[src/rtl/mult_pkg.sv]
// Shared types and per-partial-product tables for the sequential 8x8 multiplier.
package mult_pkg;

  typedef enum logic [1:0] {IDLE, RUN, DONE} state_t;

  localparam int PP_NUM = 4;

  // Bit k set: partial product k takes the high nibble of that operand.
  localparam logic [PP_NUM-1:0] PP_A_HI = 4'b1100;
  localparam logic [PP_NUM-1:0] PP_B_HI = 4'b1010;
  localparam logic [PP_NUM-1:0][3:0] PP_SHIFT = {4'd8, 4'd4, 4'd4, 4'd0};

  localparam logic SEL_EXACT  = 1'b0;
  localparam logic SEL_APPROX = 1'b1;

  function automatic logic [3:0] nib(input logic [7:0] x, input logic hi);
    return hi ? x[7:4] : x[3:0];
  endfunction

endpackage

[src/rtl/mult_8x8_seq_sched.sv]
// Computes one 8x8 unsigned product by issuing four 4x4 partials to a shared
// external core and accumulating the tagged results.
module mult_8x8_seq_sched
  import mult_pkg::*;
#(
  parameter int              MUL_LAT     = 0,
  parameter logic [3:0]      APPROX_MASK = 4'b1000
) (
  input  logic        clk,
  input  logic        rst,
  input  logic        in_valid,
  output logic        in_ready,
  input  logic [7:0]  in_a,
  input  logic [7:0]  in_b,
  output logic [3:0]  mul_a,
  output logic [3:0]  mul_b,
  output logic        mul_sel,
  input  logic [7:0]  mul_r,
  output logic        out_valid,
  input  logic        out_ready,
  output logic [15:0] out_r,
  output logic        busy
);

  if (MUL_LAT < 0 || MUL_LAT > 3) begin : g_bad_lat
    $error("MUL_LAT must be in 0..3");
  end

  localparam logic [1:0] PP_LAST = 2'(PP_NUM - 1);

  state_t      state;
  logic [7:0]  a_q, b_q;
  logic [15:0] acc;
  logic        iss_vld;
  logic [1:0]  iss_idx, nxt_idx;
  logic        fin;
  logic        accept;

  // Tag line: stage 0 is the issue currently on mul_a/mul_b, stage MUL_LAT
  // lines up with the matching mul_r.
  logic [MUL_LAT:0]      vld_pipe;
  logic [MUL_LAT:0][1:0] idx_pipe;

  assign in_ready = (state == IDLE) || (state == DONE && out_ready);
  assign busy     = (state != IDLE);
  assign accept   = in_valid && in_ready;
  assign nxt_idx  = iss_idx + 2'd1;

  assign vld_pipe[0] = iss_vld;
  assign idx_pipe[0] = iss_idx;

  for (genvar i = 1; i <= MUL_LAT; i++) begin : g_tag
    logic       v_q;
    logic [1:0] k_q;
    always_ff @(posedge clk) begin
      if (rst) begin
        v_q <= 1'b0;
        k_q <= 2'd0;
      end else begin
        v_q <= vld_pipe[i-1];
        k_q <= idx_pipe[i-1];
      end
    end
    assign vld_pipe[i] = v_q;
    assign idx_pipe[i] = k_q;
  end

  always_ff @(posedge clk) begin
    if (rst) begin
      state     <= IDLE;
      a_q       <= 8'd0;
      b_q       <= 8'd0;
      acc       <= 16'd0;
      iss_vld   <= 1'b0;
      iss_idx   <= 2'd0;
      fin       <= 1'b0;
      mul_a     <= 4'd0;
      mul_b     <= 4'd0;
      mul_sel   <= SEL_EXACT;
      out_valid <= 1'b0;
      out_r     <= 16'd0;
    end else begin
      case (state)
        RUN: begin
          if (iss_vld) begin
            if (iss_idx == PP_LAST) begin
              iss_vld <= 1'b0;
              mul_a   <= 4'd0;
              mul_b   <= 4'd0;
              mul_sel <= SEL_EXACT;
            end else begin
              iss_idx <= nxt_idx;
              mul_a   <= nib(a_q, PP_A_HI[nxt_idx]);
              mul_b   <= nib(b_q, PP_B_HI[nxt_idx]);
              mul_sel <= APPROX_MASK[nxt_idx];
            end
          end
          if (vld_pipe[MUL_LAT]) begin
            acc <= acc + (16'(mul_r) << PP_SHIFT[idx_pipe[MUL_LAT]]);
            if (idx_pipe[MUL_LAT] == PP_LAST) fin <= 1'b1;
          end
          // One settle cycle after the last partial gives the 5+MUL_LAT latency.
          if (fin) begin
            fin       <= 1'b0;
            state     <= DONE;
            out_valid <= 1'b1;
            out_r     <= acc;
          end
        end
        DONE: begin
          if (out_ready) begin
            state     <= IDLE;
            out_valid <= 1'b0;
          end
        end
        default: ;
      endcase
      if (accept) begin
        state   <= RUN;
        a_q     <= in_a;
        b_q     <= in_b;
        acc     <= 16'd0;
        iss_vld <= 1'b1;
        iss_idx <= 2'd0;
        mul_a   <= in_a[3:0];
        mul_b   <= in_b[3:0];
        mul_sel <= APPROX_MASK[0];
      end
    end
  end

endmodule

[config.mk]
export PLATFORM = sky130hd
export DESIGN_NAME = mult_8x8_seq_sched
export DESIGN_NICKNAME = d
export VERILOG_FILES = /design/src/rtl/mult_pkg.sv /design/src/rtl/mult_8x8_seq_sched.sv
export SDC_FILE = /design/constraint.sdc
export NUM_CORES = 1
export LEC_CHECK = 0
export ABC_AREA = 1
export CAP_MARGIN = 20
export CORE_MARGIN = 2
export CORE_UTILIZATION = 58
export CTS_CLUSTER_SIZE = 40
export DETAILED_ROUTE_END_ITERATION = 8
export HOLD_SLACK_MARGIN = 0.02
export PLACE_DENSITY_LB_ADDON = 0.08
export SYNTH_ARGS = -nofsm -noshare
export SYNTH_HDL_FRONTEND = slang
export SYNTH_SLANG_ARGS = --single-unit
[constraint.sdc]
create_clock -name clk -period 4.23 [get_ports clk]
set_input_delay 0.846 -clock clk [delete_from_list [all_inputs] [get_ports clk]]
set_output_delay 0.846 -clock clk [all_outputs]
set_load 0.01 [all_outputs]
After elaboration in Yosys (flattened, before gate mapping)
Index checks and enable logic that the tools add are counted.
{ "word_totals": {"regBits": 64, "input_bits": 28, "output_inout_bits": 28, "elab_cells": 75} }
{ "op_classes": {"addsub": 2, "magnitude_cmp": 2, "eq_ne": 7, "shift": 1, "mux": 33, "n_bitwise": 1, "reduce_logical": 16} }
{ "ops": {"columns": ["cell", "count"], "rows": [
  ["$mux W4", 11],
  ["$add A16 B16 Y16", 1],
  ["$shl A8 B4 Y16", 1],
  ["$mux W1", 14],
  ["$reduce_and A3 Y1", 3],
  ["$bmux W4 S2", 1],
  ["$reduce_bool A2 Y1", 4],
  ["$bmux W1 S2", 3],
  ["$lt A2 B3 Y1 const B", 2],
  ["$ne A3 B3 Y1 const B", 2],
  ["$reduce_and A2 Y1", 3],
  ["$eq A2 B2 Y1 const B", 2],
  ["$mux W2", 2],
  ["$ne A2 B2 Y1 const B", 2],
  ["$pmux W2 S2", 1],
  ["$reduce_bool A3 Y1", 1],
  ["$add A2 B1 Y2 const B", 1],
  ["$eq A2 B1 Y1 const B", 1],
  ["$logic_and A1 B1 Y1", 2],
  ["$logic_not A2 Y1", 1],
  ["$pmux W1 S2", 1],
  ["$reduce_or A2 Y1", 1],
  ["$logic_or A1 B1 Y1", 1],
  ["$not A1 Y1", 1]
]} }

Logic depth before layout (Yosys ltp)
{ "logic_depth": {"depth_word": 8, "mapped_depth": 18, "depth_no_buf": 17} }

Worst setup path after synthesis
No wires, ideal clock.
{ "synth_path": {"path_kind": "flip-flop to flip-flop", "from": "register iss_idx[0] (netlist: idx_pipe[0])", "to": "register acc[15]", "setup_ns": 0.109, "t_arrival_ns": 2.444, "required_time_ns": 4.121, "slack_ns": 1.677, "stages_incl_launch_ff": 18, "n_path_buf": 1, "synth_period_minus_slack_ns": 2.553, "cell_sequence": "dfxtp_1 clkinv_1 ha_1 buf_4 clkinv_1 nor2_1 a21oi_1 ha_1 nand2_1 inv_1 nand2_1 nand2_1 a21oi_1 nand2_1 nand2_1 nand3_1 nand2_1 inv_1"} }
{ "synth_via": {"elab_chain_cells": 4} }
{ "synth_rtl": {"columns": ["element", "line_no", "rtl"], "rows": [
  ["from (decl)", "mult_8x8_seq_sched.sv:35", "logic [1:0] iss_idx, nxt_idx;"],
  ["from (signal assigned)", "mult_8x8_seq_sched.sv:92", "iss_idx <= nxt_idx;"],
  ["$bmux W4 S2", "mult_8x8_seq_sched.sv:99", "acc <= acc + (16'(mul_r) << PP_SHIFT[idx_pipe[MUL_LAT]]);"],
  ["$mux W4 (not written as such)", "mult_8x8_seq_sched.sv:99", null],
  ["$shl A8 B4 Y16", "mult_8x8_seq_sched.sv:99", null],
  ["$add A16 B16 Y16", "mult_8x8_seq_sched.sv:99", null],
  ["to (signal assigned)", "mult_8x8_seq_sched.sv:99", null],
  ["to (decl)", "mult_8x8_seq_sched.sv:33", "logic [15:0] acc;"]
]} }
Every way passes these cells. The select of a mux whose other input is x is not followed.
A chain may end at the register's enable or synchronous reset.

Final worst setup path
Same ends and word-level chain as after synthesis.

==> results.ini <==
[status]
status=completed

[synth]
avgSynthCellArea_um2=6.97
ys_warn_count=0
ys_seq_area_share_pct=35.4
synth_flop_cell=dfxtp_1
synth_top_area_share_pct=35.4
synth_cell_types=41
synth_area_um2=3620
ys_ff_latch=64
synthTopCellsByArea=dfxtp_1 35%, nand2_1 15%, inv_1 7.3%
synthCells=519
synth_top_area_cell=dfxtp_1
async_flop_share_pct=0
syn-num-nets=565
synth_edf_count=0

[sta]
post-route-min-period_ns=3.19
finalSetupTns_ns=0
rsz0062_at_grt=false
hold_viol=0
setup_viol=0
fmax_mhz=313
fin_crit_sh_pct=75.5
slew_viol_final=0
clock_skew_ns=0.0115
relSlewSlack_pct=40.3
tightest_slew_ns=0.895

[placed_design]
portBuffers=55
gp_congestion=0.875
dpl.cell_count=634
dpl.hpwl_um=6700

[global_routing]
antenna_found_initial=0
grt_usage_pct=26.9
grt_pass1_vias=3218
grt_pass1_wl_um=15000
grt_max_degree=30
gr-total-overflow=0

[critical_path]
reg2reg_from=idx_pipe[0]$_SDFFE_PP0P_
cpMostUsedCell=nand2_1
cp-startpoint=idx_pipe[0]$_SDFFE_PP0P_
cp-end-kind=flop
start_kind=flop
worstPathArrival_ns=3.44
worstPathCellList=clkinv_1 -> ha_1 -> clkinv_1 -> nor2_1 -> a21oi_1 -> ha_1 -> nand2_1 -> inv_1 -> nand2_1 -> nand2_1 -> a21oi_1 -> nand2_1 -> nand2_1 -> nand3_1 -> nand2_1 -> inv_1
crit_type=reg -> reg
required_ns=4.48
path_max_fanout=11
critPathMaxStageDelay_ns=0.59
cp_slowest_cell=ha_1

[layout]
fin_util_pct=72.1
layout_commonest_cell=nand2_1
fin_cells=649
mostFrequentLayoutCells=143 x nand2_1, 70 x inv_1, 64 x dfxtp_1
nets=616
syn_to_final_growth_pct=19.3
antenna_cells=0
drive_above_1_share_pct=8.01

[detailed_routing]
wl_per_cell_um=14.1
via_count=3433
wl_um=9130
drt_iter0_drc=193
viasPerCell=5.29
dr.pass1.iters=5
drcViolationCount=0
antenna_violating_nets_post_route=0

[clock_tree]
insertion_delay_ns=0.35
htreeDepth=3
cts_resized=0
clock_sinks=64
cts-root-buf=clkbuf_8
cts_setup_buffers=0
clockBufferDepth=2
cts_tree=built
clk_pin_slew_ns=0.07
cts_inserted_buffers=9
cts_hold_buf=0

[floorplan]
fp.dieW_um=83.0
die_height_um=83.0
core_area_um2=5990
row_count=28
boundaryPins=56
die_area_um2=6890
start_util_pct=60.4

[power_and_ir_drop]
seq_power_share_pct=48.0
finalPower_mw=1.34
ir_drop_mv=0.271
p_int_mw=0.945
clkPwrFrac_pct=35.2
combinationalPowerShare_pct=16.8
switching_share_pct=29.4
leakage_nw=2.12
p_sw_mw=0.394
p_per_area_nw_per_um2=310

[hold_path]
worstHoldPathType=reg -> reg
hold_start=b_q[2]$_SDFFE_PP0P_

[run]
max-cap-violations=0

area by class of cell:
class                   instances  area, um^2
inverters                      84         323
clock inverters                 5        33.8
repair buffers                 55         551
flip-flops and latches         64        1280
multi-input cells             356        1900
well taps                      75        93.8
fillers                       485        1670
clock buffers                  10         138
path summary, 6_finish.rpt:
| check | to | slack [ns] | cells after the start |
|---|---|---|---|
| worst max register to register | acc[15]$_SDFFE_PP0P_ | 1.04 | 16 |
| worst max-delay path | acc[15]$_SDFFE_PP0P_ | 1.04 | 16 |
| worst min register to register | b_q[2]$_SDFFE_PP0P_ | 0.46 | 2 |
| worst min-delay path | b_q[2]$_SDFFE_PP0P_ | 0.46 | 2 |
routing by layer:
metal	part of all wire [%]	wire length [um]	track usage, %
met1	49	4430	36.3
met2	46	4230	43.9
met3	4.2	381	4.27
met4	0.97	89	9.54
met5	0	0	0
state kept, by name, summed over array words and instances, names as in the netlist:
signal and cells:
acc 16, out_r 16, a_q 8, b_q 8, mul_a 4, mul_b 4, idx_pipe 2, state 2
fin 1, iss_vld 1, mul_sel 1, out_valid 1
synth_stat cells, types with 3 or more instances:
| master | number |
|---|---|
| a21oi_1 | 20 |
| buf_2 | 3 |
| buf_4 | 4 |
| buf_6 | 4 |
| clkbuf_1 | 3 |
| clkinv_1 | 3 |
| dfxtp_1 | 64 |
| ha_1 | 17 |
| inv_1 | 70 |
| inv_2 | 9 |
| mux2i_1 | 3 |
| nand2_1 | 143 |
| nand3_1 | 30 |
| nand4_1 | 4 |
| nor2_1 | 54 |
| nor3_1 | 3 |
| o211ai_1 | 12 |
| o21a_1 | 8 |
| o21ai_0 | 29 |
| o21ai_2 | 5 |
| o221ai_2 | 4 |
stage by stage:
stage               setup WS, ns  hold slack [ns]  instance area [um^2]
floorplan                   1.68            0.420                  3620
global placement            1.11            0.429                  4150
detailed placement          1.05            0.440                  4150
CTS                         1.02            0.457                  4320
global route               0.649            0.481                  4320
finish                      1.04            0.457                  4320
cells by family (layout without fill, tap and decap cells):
family,count (synthesis),count (layout),share of synthesized area (%)
fa+ha+maj,18,18,6.43
simple gates,249,249,29.5
mux,3,3,0.830
compound gates,83,83,14.9
buf+inv,99,154,12.1
xor+xnor,3,3,0.726
flops,64,64,35.4
critical path: cells and delay by family (launching register included):
kind / cells / cell delay, ns
fa+ha+maj: 2 / 0.94
simple gates: 8 / 0.83
buf+inv: 4 / 0.64
flops: 1 / 0.36
compound gates: 2 / 0.32
power groups by stage:
stage / sequential, mW / clock (mW) / combinational (mW)
after floorplan: 0.657 / 0 / 0.150
after global placement: 0.656 / 0 / 0.218
after detailed placement: 0.657 / 0 / 0.222
after CTS: 0.643 / 0.471 / 0.224
after global routing: 0.646 / 0.497 / 0.247
final: 0.643 / 0.471 / 0.225
Note: power is estimated with default switching activity, not from simulation.
==> variant, RTL diff (config.mk and constraints unchanged) <==
Re-encode `state_t` (3 states) as one-hot, 3 bits wide.
--- a/src/rtl/mult_pkg.sv
+++ b/src/rtl/mult_pkg.sv
@@ -1,7 +1,7 @@
 // Shared types and per-partial-product tables for the sequential 8x8 multiplier.
 package mult_pkg;
 
-  typedef enum logic [1:0] {IDLE, RUN, DONE} state_t;
+  typedef enum logic [2:0] {IDLE = 3'b001, RUN = 3'b010, DONE = 3'b100} state_t;
 
   localparam int PP_NUM = 4;
 
Formal check against the unedited RTL: no difference found for any inputs over 10 cycles, from zero or initial values and one cycle with rst high; not proved beyond that.
==> variant against the original RTL <==
  * Final cell count increased by 2.0%
  * Utilization increased by 0.82 points
  * Sequential cell count increased by 1
  * Total power increased by 11%
  * Sequential share of layout area increased by 0.30 points
  * Count of clock-buffer cells in the layout unchanged
  * First-iteration DRC count increased by 35%
  * Area after synthesis decreased by 1.1%
  * Routed wire length increased by 0.43%
  * Final area increased by 0.55%
  * Worst setup slack improved by 0.027 ns
  * Critical path type unchanged
  * Largest power group is now clock
  * Highest routed layer unchanged
==> variant: results (changes against the original RTL) <==
USE_MET3_PCT=5.652  # +1.4 points
PLACE.GP.CONGESTION=0.9712  # +11%
LARGEST_NET_DEGREE_AT_THE_START_OF_GLOBAL_ROUTING=31  # +3.3%
SLOWEST_CELL_DELAY_ON_CRITICAL_PATH_NS=0.71  # +0.12 ns
CTS_ROOT_BUFFER='clkbuf_8'
SYNTH_FP_NETS=581  # +2.8%
LAYOUT.NETS=628  # +1.9%
DOMINANT_CELLS_BY_AREA_AFTER_SYNTHESIS='dfxtp_1 36%, nand2_1 15%, inv_1 7.5%'
CP_DATA_ARRIVAL_TIME_NS=3.41  # -0.03 ns
CELL_INTERNAL_PWR_uW=1111  # +18%
LARGEST_REGISTERS='acc x16, out_r x16'
ROUTE.VIAS.TOTAL=3557  # +3.6%
DETAILEDROUTE.FIRSTPASSITERATIONCOUNT=8  # +3
FIRST_ITER_VIOLATIONS=261  # +35%
GR-USAGE-MET2_PCT=49.52  # +5.6 points
ASYNCSETRESETFLOPFRACSYNTH_PCT=0  # unchanged
SYNTHTOPCELLSBYCOUNT='142 x nand2_1, 72 x inv_1, 68 x nor2_1'
HTREEDEPTH=3  # unchanged
HIGHEST-SIGNAL-LAYER='met4'
ROUTE.DETAILED.WL_PER_INST_UM=13.86  # -1.5%
WL_MET3_UM=568  # +49%
YS_SEQ_AREA_SHARE_PCT=36.35  # +0.94 points
CRITICAL_PATH.MAX_FANOUT=19  # +8
GLOBAL_ROUTE.USAGE.MET1_PCT=36.15  # -0.10 points
CLKTRANSATPATHREGS_NS=0.08
DRT-VIAS-PER-INSTANCE=5.373  # +1.6%
PLACEMENT.SETUP.WORST_SLACK_NS=1.199  # +0.1482 ns
PLACE_AREA_SQ_UM=4099  # -1.1%
VIA_COUNT_OF_THE_FIRST_GLOBAL_ROUTING_PASS=3257  # +1.2%
WORST_IR_DROP_VDD_uV=267.2  # -1.6%
MAX-SLEW-MARGIN-REL_PCT=58.23  # +18 points
ROUTE.MET2.WL_UM=4459  # +5.4%
YS_TYPES=34  # -17%
STATUS='finished, final reports clean'
GLOBAL_ROUTE_WIRE_LENGTH_BEFORE_REPAIR_UM=14960  # -0.37%
POST_CTS_RESIZED=0  # unchanged
CTSLONGESTPATHBUFFERS=2  # unchanged
CTS_MADE_BUFFERS=9  # unchanged
CELLLEAKAGEPOWER_uW=0.002136  # +0.61%
GRT_ANTENNA_BEFORE_REPAIR=0  # unchanged
LAYOUT-DRIVE-GT1-SHARE_PCT=5.792  # -2.2 points
DOMINANTREGCELLSYNTH='dfxtp_1'
MET1_LENGTH_UM=4014  # -9.4%
NETLIST_INSTANCES=535  # +3.1%
IO_BUFFERS=55  # unchanged
GRT.TOTAL_USAGE_PCT=28.74  # +1.8 points
PLACED_CELLS_INCL_TAPS=646  # +1.9%
SKEW_NS=0.01013  # -0.001342 ns
HPWLAFTERDP_UM=6344  # -5.4%
ANTENNA_CELLS=0  # unchanged
variant: changes by cell type in the layout (fill, tap and decap cells not counted), sizes merged, moves of 4 or more:
cell | before | now
a21oi | 20 | 27
clkinv | 6 | 1
inv | 81 | 76
nand3 | 30 | 45
nand4 | 4 | 10
nor2 | 58 | 71
o211ai | 12 | 3
o21a | 8 | 0
o21ai | 35 | 39
o221ai | 5 | 0
variant: worst paths after layout:
kind,start,end,slack (ns),depth (start not counted)
worst max-delay path,idx_pipe[0],acc[12],1.07,13
worst min-delay path,a_q[2],a_q[2],0.45,2
worst max register to register,idx_pipe[0],acc[12],1.07,13
worst min register to register,a_q[2],a_q[2],0.45,2
variant: cell type report:
cell class	instances	area (sq um)
multi-input combinational	374	1857
fill	511	1614
sequential	65	1301
timing repair buffer	57	565.5
inverter	75	281.5
clock buffer	10	127.6
clock inverter	6	115.1
tap	75	93.84
variant: power by group through the flow:
stage / registers (uW) / clock network (uW) / logic (uW)
4_1_cts: 652 / 652 / 183
3_5_place_dp: 666 / 0 / 180
3_3_place_gp: 665 / 0 / 177
2_1_floorplan: 667 / 0 / 113
5_1_grt: 655 / 677 / 202
6_report: 652 / 653 / 182
variant: worst max-delay path: cells and delay by family (launching register included):
kind | cells | cell delay [ns]
fa+ha+maj | 3 | 1.13
compound gates | 1 | 0.40
simple gates | 7 | 0.88
flops | 1 | 0.50
buf+inv | 2 | 0.14
variant: cells by family (layout without fill, tap and decap cells):
logic type,after synthesis,after routing,share of synthesized area [%]
flip-flops,65,65,36.35
AO/OA/AOI/OAI,71,71,10.52
adder cells (fa/ha/maj),18,18,6.501
AND/OR/NAND/NOR,279,279,33.27
XOR/XNOR,3,3,0.7341
multiplexers,3,3,0.8389
buffers and inverters,96,148,11.78
